`src/rtl/imm_gen_pkg.sv`:
```
// Shared definitions for the pipelined RISC-V immediate generator.
// IMM_RVC_EN widens the format select to 4 bits and adds the compressed formats.
package imm_gen_pkg;

`ifdef IMM_RVC_EN
    localparam int IMM_SEL_W = 4;
`else
    localparam int IMM_SEL_W = 3;
`endif

    localparam logic [IMM_SEL_W-1:0] IMM_J     = IMM_SEL_W'(3'd0);
    localparam logic [IMM_SEL_W-1:0] IMM_I     = IMM_SEL_W'(3'd1);
    localparam logic [IMM_SEL_W-1:0] IMM_B     = IMM_SEL_W'(3'd2);
    localparam logic [IMM_SEL_W-1:0] IMM_S     = IMM_SEL_W'(3'd3);
    localparam logic [IMM_SEL_W-1:0] IMM_U     = IMM_SEL_W'(3'd4);
    localparam logic [IMM_SEL_W-1:0] IMM_SHAMT = IMM_SEL_W'(3'd5);
    localparam logic [IMM_SEL_W-1:0] IMM_CSR   = IMM_SEL_W'(3'd6);

`ifdef IMM_RVC_EN
    localparam logic [IMM_SEL_W-1:0] IMM_CI    = 4'd8;
    localparam logic [IMM_SEL_W-1:0] IMM_CJ    = 4'd9;
    localparam logic [IMM_SEL_W-1:0] IMM_CB    = 4'd10;
`endif

    function automatic bit imm_xlen_legal(input int xlen);
        return (xlen == 32) || (xlen == 64);
    endfunction

endpackage

```
`src/rtl/imm_gen_core.sv`:
```
// Combinational immediate decode: instruction word and format select to XLEN immediate.
// With IMM_RVC_EN defined the compressed CI/CJ/CB formats are also decoded.
module imm_gen_core
    import imm_gen_pkg::*;
#(
    parameter int XLEN = 32
) (
    input  logic [31:0]          instr,
    input  logic [IMM_SEL_W-1:0] imm_sel,
    output logic [XLEN-1:0]      imm,
    output logic                 err
);

    logic [31:0] imm32_s;
    logic        zext_s;
    logic        unused_opcode_s;

    assign unused_opcode_s = ^instr[1:0];

    // Build a 32-bit immediate, then widen it by sign or zero extension.
    always_comb begin
        imm32_s = 32'd0;
        zext_s  = 1'b0;
        err     = 1'b0;
        case (imm_sel)
            IMM_J:     imm32_s = {{11{instr[31]}}, instr[31], instr[19:12], instr[20],
                                  instr[30:21], 1'b0};
            IMM_I:     imm32_s = {{20{instr[31]}}, instr[31:20]};
            IMM_B:     imm32_s = {{19{instr[31]}}, instr[31], instr[7], instr[30:25],
                                  instr[11:8], 1'b0};
            IMM_S:     imm32_s = {{20{instr[31]}}, instr[31:25], instr[11:7]};
            IMM_U:     imm32_s = {instr[31:12], 12'd0};
            IMM_SHAMT: begin
                zext_s = 1'b1;
                if (XLEN == 64) begin
                    imm32_s = {26'd0, instr[25:20]};
                end else begin
                    imm32_s = {27'd0, instr[24:20]};
                end
            end
            IMM_CSR: begin
                zext_s  = 1'b1;
                imm32_s = {27'd0, instr[19:15]};
            end
`ifdef IMM_RVC_EN
            IMM_CI:    imm32_s = {{26{instr[12]}}, instr[12], instr[6:2]};
            // CJ bits appear scrambled in the encoding: offset[11|4|9:8|10|6|7|3:1|5].
            IMM_CJ:    imm32_s = {{20{instr[12]}}, instr[12], instr[8], instr[10:9],
                                  instr[6], instr[7], instr[2], instr[11], instr[5:3], 1'b0};
            IMM_CB:    imm32_s = {{23{instr[12]}}, instr[12], instr[6:5], instr[2],
                                  instr[11:10], instr[4:3], 1'b0};
`endif
            default: begin
                imm32_s = 32'd0;
                err     = 1'b1;
            end
        endcase
        if (zext_s) begin
            imm = XLEN'(imm32_s);
        end else begin
            imm = XLEN'($signed(imm32_s));
        end
    end

endmodule

```
`src/rtl/imm_gen_pipe.sv`:
```
// Pipelined immediate generator with PC+IMM target, one output register and a skid entry.
// Optional compressed formats are enabled by defining IMM_RVC_EN.
module imm_gen_pipe
    import imm_gen_pkg::*;
#(
    parameter int XLEN  = 32,
    parameter int SEL_W = IMM_SEL_W
) (
    input  logic             CLK,
    input  logic             RST,
    input  logic             IN_VALID,
    output logic             IN_READY,
    input  logic [31:0]      INSTR,
    input  logic [SEL_W-1:0] IMM_SEL,
    input  logic [XLEN-1:0]  IN_PC,
    output logic             OUT_VALID,
    input  logic             OUT_READY,
    output logic [XLEN-1:0]  IMM_OUT,
    output logic [XLEN-1:0]  TARGET_OUT,
    output logic             SEL_ERR
);

    if (!imm_xlen_legal(XLEN) || (SEL_W != IMM_SEL_W)) begin : g_bad_param
        $error("imm_gen_pipe: XLEN must be 32 or 64 and SEL_W must match the build");
    end

    logic [XLEN-1:0] new_imm_s;
    logic [XLEN-1:0] new_tgt_s;
    logic            new_err_s;
    logic            in_fire_s;
    logic            out_load_s;

    logic            out_valid_q, out_valid_d;
    logic [XLEN-1:0] out_imm_q,   out_imm_d;
    logic [XLEN-1:0] out_tgt_q,   out_tgt_d;
    logic            out_err_q,   out_err_d;
    logic            skid_valid_q, skid_valid_d;
    logic [XLEN-1:0] skid_imm_q,  skid_imm_d;
    logic [XLEN-1:0] skid_tgt_q,  skid_tgt_d;
    logic            skid_err_q,  skid_err_d;
    logic            in_ready_q,  in_ready_d;

    imm_gen_core #(
        .XLEN (XLEN)
    ) u_core (
        .instr   (INSTR),
        .imm_sel (IMM_SEL),
        .imm     (new_imm_s),
        .err     (new_err_s)
    );

    assign new_tgt_s  = IN_PC + new_imm_s;
    assign in_fire_s  = IN_VALID & in_ready_q;
    assign out_load_s = ~out_valid_q | OUT_READY;

    // Output/skid steering: the output register refills from skid first to keep FIFO order.
    always_comb begin
        out_valid_d  = out_valid_q;
        out_imm_d    = out_imm_q;
        out_tgt_d    = out_tgt_q;
        out_err_d    = out_err_q;
        skid_valid_d = skid_valid_q;
        skid_imm_d   = skid_imm_q;
        skid_tgt_d   = skid_tgt_q;
        skid_err_d   = skid_err_q;
        if (out_load_s) begin
            if (skid_valid_q) begin
                out_valid_d = 1'b1;
                out_imm_d   = skid_imm_q;
                out_tgt_d   = skid_tgt_q;
                out_err_d   = skid_err_q;
                if (in_fire_s) begin
                    skid_valid_d = 1'b1;
                    skid_imm_d   = new_imm_s;
                    skid_tgt_d   = new_tgt_s;
                    skid_err_d   = new_err_s;
                end else begin
                    skid_valid_d = 1'b0;
                end
            end else if (in_fire_s) begin
                out_valid_d = 1'b1;
                out_imm_d   = new_imm_s;
                out_tgt_d   = new_tgt_s;
                out_err_d   = new_err_s;
            end else begin
                out_valid_d = 1'b0;
            end
        end else begin
            if (in_fire_s) begin
                skid_valid_d = 1'b1;
                skid_imm_d   = new_imm_s;
                skid_tgt_d   = new_tgt_s;
                skid_err_d   = new_err_s;
            end else begin
                skid_valid_d = skid_valid_q;
            end
        end
        in_ready_d = ~skid_valid_d;
    end

    // Pipeline state; ready resets high so it is asserted in the first cycle after reset.
    always_ff @(posedge CLK) begin
        if (RST) begin
            out_valid_q  <= 1'b0;
            out_imm_q    <= '0;
            out_tgt_q    <= '0;
            out_err_q    <= 1'b0;
            skid_valid_q <= 1'b0;
            skid_imm_q   <= '0;
            skid_tgt_q   <= '0;
            skid_err_q   <= 1'b0;
            in_ready_q   <= 1'b1;
        end else begin
            out_valid_q  <= out_valid_d;
            out_imm_q    <= out_imm_d;
            out_tgt_q    <= out_tgt_d;
            out_err_q    <= out_err_d;
            skid_valid_q <= skid_valid_d;
            skid_imm_q   <= skid_imm_d;
            skid_tgt_q   <= skid_tgt_d;
            skid_err_q   <= skid_err_d;
            in_ready_q   <= in_ready_d;
        end
    end

    assign IN_READY   = in_ready_q & ~RST;
    assign OUT_VALID  = out_valid_q;
    assign IMM_OUT    = out_imm_q;
    assign TARGET_OUT = out_tgt_q;
    assign SEL_ERR    = out_err_q;

endmodule

```
`config.mk`:
```
export PLATFORM = sky130hd
export DESIGN_NAME = imm_gen_pipe
export DESIGN_NICKNAME = d
export VERILOG_FILES = /design/src/rtl/imm_gen_pkg.sv /design/src/rtl/imm_gen_core.sv /design/src/rtl/imm_gen_pipe.sv
export SDC_FILE = /design/constraint.sdc
export NUM_CORES = 1
export LEC_CHECK = 0
export CAP_MARGIN = 20
export CORE_ASPECT_RATIO = 0.9
export CORE_MARGIN = 8
export CORE_UTILIZATION = 54
export CTS_BUF_LIST = sky130_fd_sc_hd__clkbuf_4
export CTS_CLUSTER_SIZE = 30
export DETAILED_ROUTE_END_ITERATION = 6
export PLACE_DENSITY = 0.89
export SLEW_MARGIN = 20
export SYNTH_ARGS = -nofsm -noshare
export SYNTH_HDL_FRONTEND = slang
export SYNTH_HIERARCHICAL = 1
export SYNTH_SLANG_ARGS = --single-unit
```
`constraint.sdc`:
```
create_clock -name CLK -period 4.1 [get_ports CLK]
set_input_delay 0.41 -clock CLK [delete_from_list [all_inputs] [get_ports CLK]]
set_output_delay 0.41 -clock CLK [all_outputs]
set_load 0.05 [all_outputs]
```
---- Word-level counts from Yosys, hierarchy flattened ----
Cells that the tools add are included.
storage, ports and cells
  register bits after elaboration ......... 133
  bits of input ports ..................... 71
  output and inout bits ................... 67
  word-level logic and storage cells ...... 49
cells by class
  add/sub/neg operators ................... 1
  equal/unequal tests ..................... 7
  mux-type cells .......................... 22
  bitwise logic cells ..................... 6
  reduce and logical (&&, ||, !) cells .... 4
operators with widths
  cell                                                                     number
  32-bit 2-to-1 mux                                                        10
  32-bit one-hot mux with 7 select lines                                   1
  32-bit adder                                                             1
  1-bit 2-to-1 mux                                                         11
  3-bit == test, second input constant                                     3
  7-bit OR reduction                                                       1
  3-bit by 2-bit == test with 1-bit output, second input constant          2
  3-bit by 1-bit == test with 1-bit output, second input constant          1
  3-bit logical NOT                                                        1
  1-bit NOT                                                                3
  1-bit bitwise AND                                                        2
  2-bit by 1-bit inequality test with 1-bit output, second input constant  1
  2-bit AND reduction                                                      1
  2-bit nonzero test                                                       1
  1-bit bitwise OR                                                         1

---- Depth between registers and ports, before layout ----
Gate-level depths: netlist (run 1).
  depth after elaboration ................. 6
  gate-level depth with buffers ........... 18
  mapped depth without buffers ............ 15

---- Hierarchy ----
Netlist (run 1), hierarchy kept.
modules (own cells, without submodules)
  module        times used  cells each  area each (um^2)
  imm_gen_pipe  1           841         6785.3
  imm_gen_core  1           68          480.5

---- Least setup slack after synthesis (run 1) ----
OpenSTA, ideal clock, no wires.
  kind .................................... input to register
  start point ............................. input port IMM_SEL[0]
  end point ............................... register out_tgt_q[16], in the netlist TARGET_OUT[16]
  setup time .............................. 133 ps
  arrival ................................. 3295 ps
  required time ........................... 3967 ps
  setup slack ............................. 672 ps
  cell stages on the path ................. 16
  cells stage by stage .................... inv_1 ha_1 buf_2 o21ba_2 a32oi_1 nand2_1 fa_1 a21o_1 nand2b_2 nand2_2 a21o_1 a21o_1 a32o_2 a221oi_2 mux2i_1 a211oi_2
on the way
  cells in the longest elaborated chain, start to end .. 5
  elaborated cells on any way between the ends .. 11
  classes of those cells .................. add/sub: 1; eq/ne: 6; mux: 3; reduce/logical: 1
RTL lines
  what                                      RTL line             text
  start, declared                           imm_gen_pipe.sv:14   input logic [SEL_W-1:0] IMM_SEL,
  3-bit == test (tied with other cells)     imm_gen_core.sv:25   case (imm_sel)
  32-bit one-hot mux with 7 select lines *  imm_gen_core.sv:25
  named net new_imm_s[1]                    imm_gen_pipe.sv:27   logic [XLEN-1:0] new_imm_s;
  32-bit adder *                            imm_gen_pipe.sv:52   assign new_tgt_s = IN_PC + new_imm_s;
  32-bit 2-to-1 mux *                       imm_gen_pipe.sv:80   end else if (in_fire_s) begin
  32-bit 2-to-1 mux *                       imm_gen_pipe.sv:67   if (skid_valid_q) begin
  end signal, assigned                      imm_gen_pipe.sv:116  out_tgt_q <= out_tgt_d;
  end, declared                             imm_gen_pipe.sv:35   logic [XLEN-1:0] out_tgt_q, out_tgt_d;
Mark *: on every way through the listed nets, which the timed path passes. The rest lies on a longest branch. The select of a mux whose other input is x is not followed.
A chain may end at the register's enable or synchronous reset.

---- Final worst setup path (run 1) ----
  start point ............................. input port IMM_SEL[0]
  end point ............................... register out_tgt_q[21], in the netlist TARGET_OUT[21]
Same word-level chain as after synthesis.

==> results of run 1 <==
==> placed cells by master (no fill, tap or decap), types with 17 or more instances in the layout <==
cell type,instances
ha_1,36
nand2_1,152
dfxtp_1,132
nand3_1,17
a21oi_1,106
mux2i_1,42
xnor2_1,18
buf_4,92
a211oi_1,53
o21ai_0,29
clkbuf_4,19
nor2_1,102
a21o_1,29
clkdlybuf4s50_1,129
==> critical path: stages <==
cell	delay (ps)
clkdlybuf4s50_1	510
inv_1	90
ha_1	210
buf_4	170
nor3_1	280
nor2_2	160
a21o_1	210
ha_1	350
nand2_1	90
o21ai_2	180
buf_4	130
a211o_1	100
a31oi_1	50
buf_4	160
o41ai_2	490
xor2_1	270
buf_4	160
nand2_1	50
a211oi_1	210
==> layout make-up <==
class | count | area (um^2) | share of cell area
Clock buffer | 19 | 143 | 0.0149
Clock inverter | 13 | 133 | 0.0139
Inverter | 13 | 48.8 | 0.00511
Multi-Input combinational cell | 702 | 4330 | 0.453
Sequential cell | 133 | 2670 | 0.279
Tap cell | 168 | 210 | 0.0220
Timing Repair Buffer | 223 | 2030 | 0.212
==> power groups by stage <==
stage | logic [W] | clock network (W) | registers [W]
after floorplan | 0.000546 | 0 | 0.00169
after global placement | 0.00124 | 0 | 0.00146
after detailed placement | 0.00125 | 0 | 0.00146
after CTS | 0.00126 | 0.000900 | 0.00143
after global routing | 0.00136 | 0.000958 | 0.00144
final | 0.00127 | 0.000885 | 0.00143
==> sequential cells by signal (all words and copies together), names as in the netlist <==
name / cells
in_ready_q: 1
SEL_ERR: 1
skid_err_q: 1
skid_tgt_q: 32
OUT_VALID: 1
TARGET_OUT: 32
IMM_OUT: 32
skid_imm_q: 32
skid_valid_q: 1
==> how the worst max path moves through the flow <==
stage | end | slack (ps) | depth (start not counted)
after floorplan | TARGET_OUT[16] | 670 | 16
after global placement | TARGET_OUT[21] | -90 | 17
after detailed placement | TARGET_OUT[28] | -270 | 17
after CTS | TARGET_OUT[21] | 320 | 19
after global routing | TARGET_OUT[28] | 150 | 17
final | TARGET_OUT[21] | 280 | 19
==> logic make-up after synthesis <==
| kind of cell | after synthesis |
|---|---|
| AND/OR/NAND/NOR | 323 |
| AO/OA/AOI/OAI | 273 |
| flip-flops | 133 |
| buffers and inverters | 74 |
| multiplexers | 42 |
| adder cells (fa/ha/maj) | 37 |
| XOR/XNOR | 27 |
==> per-stage QoR <==
stage | setup WS, ps | total power (W) | instances
floorplan | 672 | 0.00224 | 909
global placement | -91.6 | 0.00269 | 1238
detailed placement | -268 | 0.00271 | 1238
CTS | 325 | 0.00359 | 1270
global route | 145 | 0.00376 | 1271
finish | 280 | 0.00359 | 1271
==> routing by layer <==
metal,up-vias,track usage
met4,0,0.0926
met5,-,0
met3,39,0.0601
li1,3568,-
met1,3342,0.296
met2,261,0.391
==> out/summary.txt, run 1 <==
Status = completed
Final setup violation count = 0
Wire length on met3 = 1380 um
Synth Area in Simple Gates = 0.190
Worst EP required = 4580 ps
Core Area = 0.0133 mm^2
Hold Crit Endpoint = TARGET_OUT[5]
RSZ-0062 raised after global routing = false
First-pass DRT Iterations = 5
Min-delay src = RST
Fmax = 0.262 GHz
Switching pwr = 0.00132 W
Register area share after synthesis = 0.366
Via count = 7210
Mux contribution to synthesized area = 0.0579
Detailed Route WL = 21500 um
Row cnt = 40
Die width = 138 um
#FFs+latches synth = 133
Synth top cells by count = nand2_1, dfxtp_1, a21oi_1, nor2_1, a211oi_1
Power share of the combinational group = 0.354
Drt via density = 5.67
Sw Share = 0.368
Critical path class = in2reg
RR Endpoint = skid_imm_q[11]
Clock transition at path regs = 130 ps
Area delta synth->final = 31.5%
Ys Warns = 6
Port bufs = 130
Met1 Wirelength = 9450 um
Placed Area = 0.00925 mm^2
Min Clock Period, post-route = 3820 ps
Most common cell in the netlist = nand2_1
Vias in the first global route = 6881
Mapped Nets = 1017
Reg power frac = 0.399
Slew HR = 0.271
Clk sinks = 133
CP Launch Type = primary input
Total track usage = 0.239
Final HPWL DP = 15700 um
# nets final = 1198
H-Tree Level Count = 4
Pleak = 3.94 nW
Part of the cycle the worst path needs = 0.932
Asr flop ratio synth = 0
Fillers = 1002
Placer Congestion = 0.919
Max Fanout on Critical Path = 8
Largest area contributor in the netlist = dfxtp_1
Starting density of the core = 0.548
Antenna violations before repair = 0
First-pass GRT wire length = 34500 um
Num ports = 138
Synthesized area per cell = 7.99 um^2
Top cells by area, synth = dfxtp_1, nand2_1, a21oi_1
# Post-CTS Setup Buffers = 0
Fin Setup TNS = 0 ps
R2r setup slk = 1630 ps
Most used DFF post-synth = dfxtp_1
Ant diodes = 0
Hold WC Path Type = in2reg
Share of cells above drive strength 1 = 0.137
Clock Power Share = 0.247
Synth Cell Area = 0.00727 mm^2
Metal2 WL = 10000 um
GRT overflow = 0
Die span in y = 126 um
Worst-Margin Slew = 1090 ps
Fin area = 0.00956 mm^2
Pwr/cell area = 375 mW/mm^2
R2R depth = 6
PostCTS Resize Cnt = 0
CP Data Arrival Time = 4300 ps
Synth Area in Compound Gates = 0.248
Bufs on Longest Clock Path = 2
Detail Route Antenna Nets = 0
Post-synth top area share = 0.366
Synth Area in Adders = 0.0647
Die ar. = 0.0174 mm^2
Initial DRC count = 699
Cell Int Power = 0.00227 W
Final Max Tran Viols = 0
Hold_buf cts = 0
CTS tree = yes
Layout Skew = 15.9 ps
Uppermost layer routed = met4
Clk Latency, worst-skew pair = 580 ps
Synth unique cells = 61
CP endpoint kind = register
Final core utilization = 0.720
Hold path depth = 2
WHS = 178 ps
Largest family of logic cells by synthesized area = compound AO/OA/AOI/OAI gates
Post-synth EDFFs = 0
Routed length per instance = 16.9 um
Post-Syn Instances = 909
Clock root cell = clkbuf_4
Max-cap violations = 0
Num CTS Buffers = 17
Reg2reg start = OUT_VALID
Critical path startpoint = IMM_SEL[0]
Final hold violation count = 0
Largest net degree at the start of global routing = 117
Post-route DRC = 0
Peak VDD IR = 0.000350 V
Synth Area in XOR/XNOR = 0.0325
Note: power is estimated with default switching activity, not from simulation.
==> run 2: changes to the inputs <==
- CELL_PAD_IN_SITES_DETAIL_PLACEMENT: default -> 1
- CELL_PAD_IN_SITES_GLOBAL_PLACEMENT: default -> 1
- CORE_UTILIZATION: 54 -> 40
- PLACE_DENSITY: 0.89 -> 0.9
==> run 2 against run 1 <==
  * Clock skew rose by 11 ps
  * Clock power rose by 4.4%
  * Sequential power barely moved
  * Flip-flop and latch count did not move
  * Sequential share of layout area fell by 0.25 points
  * Register-to-register slack improved by 230 ps
  * Final cell count rose by 5.6%
  * Critical path type unchanged
  * Setup slack improved by 14 ps
  * Non-clock buffer count fell by 2
  * First-iteration DRC count fell by 50%
  * Design area rose by 0.92%
==> out/summary.txt, run 2 (synthesis results as in run 1) <==
Status = completed
H-Tree Level Count = 4 (unchanged)
Slew HR = 0.288 (+0.0164)
Worst-Margin Slew = 1070 ps (-24.6 ps)
Routed length per instance = 19.4 um (+15%)
Critical path class = in2reg
Clk sinks = 133 (unchanged)
Final Max Tran Viols = 0 (unchanged)
Drt via density = 5.51 (-2.9%)
Final HPWL DP = 20000 um (+27%)
Port bufs = 130 (unchanged)
Bufs on Longest Clock Path = 2 (unchanged)
CP Data Arrival Time = 4240 ps (-60 ps)
Final hold violation count = 0 (unchanged)
Clock transition at path regs = 120 ps (about the same)
Via count = 7393 (+2.5%)
Placer Congestion = 0.938 (+2.1%)
Clk Latency, worst-skew pair = 580 ps (about the same)
Final setup violation count = 0 (unchanged)
Part of the cycle the worst path needs = 0.928 (-0.00351)
Placed Instances = 1308 (+5.7%)
Most common cell after layout, fill and taps aside = nand2_1
CP endpoint kind = register
Row cnt = 46 (+15%)
Pwr/cell area = 380 mW/mm^2 (+1.2%)
First-pass DRT Iterations = 5 (unchanged)
Critical path's slowest cell = clkdlybuf4s50_1
Largest net degree at the start of global routing = 76 (-35%)
Num CTS Buffers = 17 (unchanged)
Highest cell delay on the worst timing path = 510 ps (about the same)
Fin area = 0.00964 mm^2 (+0.92%)
Min Clock Period, post-route = 3810 ps (-14.4 ps)
RSZ-0062 raised after global routing = false
GRT overflow = 0 (unchanged)
First-pass GRT wire length = 41200 um (+20%)
Fmax = 0.263 GHz (+0.38%)
Most frequent cells in the layout = nand2_1, dfxtp_1, clkdlybuf4s50_1, a21oi_1, nor2_1
Starting density of the core = 0.410 (-0.138)
Die width = 158 um (+14%)
Power Total = 0.00366 W (+2.2%)
Max-cap violations = 0 (unchanged)
Detail Route Antenna Nets = 0 (unchanged)
Initial DRC count = 349 (-50%)
CP Launch Type = primary input
CTS tree = yes
Max Fanout on Critical Path = 5 (-3)
Hold WC Path Type = in2reg
Clock root cell = clkbuf_4
Total track usage = 0.232 (-0.00695)
Placed Area = 0.00934 mm^2 (+0.95%)
Layout Skew = 27.0 ps (+11.0 ps)
# nets final = 1196 (-0.17%)
Worst-path cell chain = clkdlybuf4s50_1, inv_1, ha_1, o21ba_2, a32oi_1, nand2_1, buf_4, fa_1, a21o_1, nand2b_2, nand2_2, a21o_1, a21o_1, a32o_2, a221oi_2, buf_4, mux2i_1, a211oi_2
Die ar. = 0.0227 mm^2 (+30%)
Core Area = 0.0177 mm^2 (+34%)
Die span in y = 144 um (+14%)
Peak VDD IR = 0.000221 V (-37%)
Detailed Route WL = 26100 um (+21%)
Share of cells above drive strength 1 = 0.140 (+0.00297)
Post-route DRC = 0 (unchanged)
Final std cells w/o fill = 1342 (+5.6%)
Pleak = 3.93 nW (-0.20%)
Most frequent CP cell = a21o_1
Antenna violations before repair = 1 (+1)
Worst EP required = 4530 ps (-50 ps)
Vias in the first global route = 7754 (+13%)
Area delta synth->final = 32.7%
Num ports = 138 (unchanged)
## run 2: worst paths after layout
path,from,to,slack [ps],cells after the start
worst max-delay path,IMM_SEL[0],TARGET_OUT[16],290,18
worst min-delay path,RST,TARGET_OUT[14],350,2
worst max register to register,skid_valid_q,TARGET_OUT[19],1860,4
worst min register to register,skid_imm_q[25],skid_imm_q[25],460,2
## run 2: cell type report
type                    instances  area, um^2
repair buffers                221        2010
multi-input cells             702        4330
flip-flops and latches        133        2670
clock inverters                11         128
inverters                      13        48.8
fillers                      2180        8080
clock buffers                  21         158
well taps                     240         300
diodes                          1        2.50
## run 2: worst max-delay path, delay by kind of cell
kind | cells | cell delay (ps)
buf+inv | 4 | 920
simple gates | 3 | 260
compound gates | 8 | 1680
fa+ha+maj | 2 | 740
mux | 1 | 220
## run 2: what timing repair did
action / in CTS / in global routing
gates resized for setup: 0 / 1
hold buffers: 0 / 0
endpoints found under the hold margin: 0 / 0
setup endpoints to repair: 0 / 3
setup buffers: 0 / 1
## run 2: per-layer routing
metal	GRT usage	routed length, um	up-vias
li1	-	-	3570
met1	0.277	11300	3606
met2	0.410	13100	175
met3	0.0417	1170	42
met4	0.0818	544	0
met5	0	0	-
## run 2: stage by stage
step	setup TNS, ps	util	worst slack [ps]	hold slack (ps)
finish	0	0.544	294	346
global route	0	0.544	83.8	346
CTS	0	0.543	220	321
detailed placement	-4170	0.527	-327	448
global placement	-494	0.527	-114	440
floorplan	0	-	672	436
## run 2: report_power, final
part	total [W]	switching (W)	internal [W]
logic	0.00130	0.000796	0.000508
registers	0.00143	0.0000505	0.00138
clock network	0.000924	0.000532	0.000391
total	0.00366	0.00138	0.00228
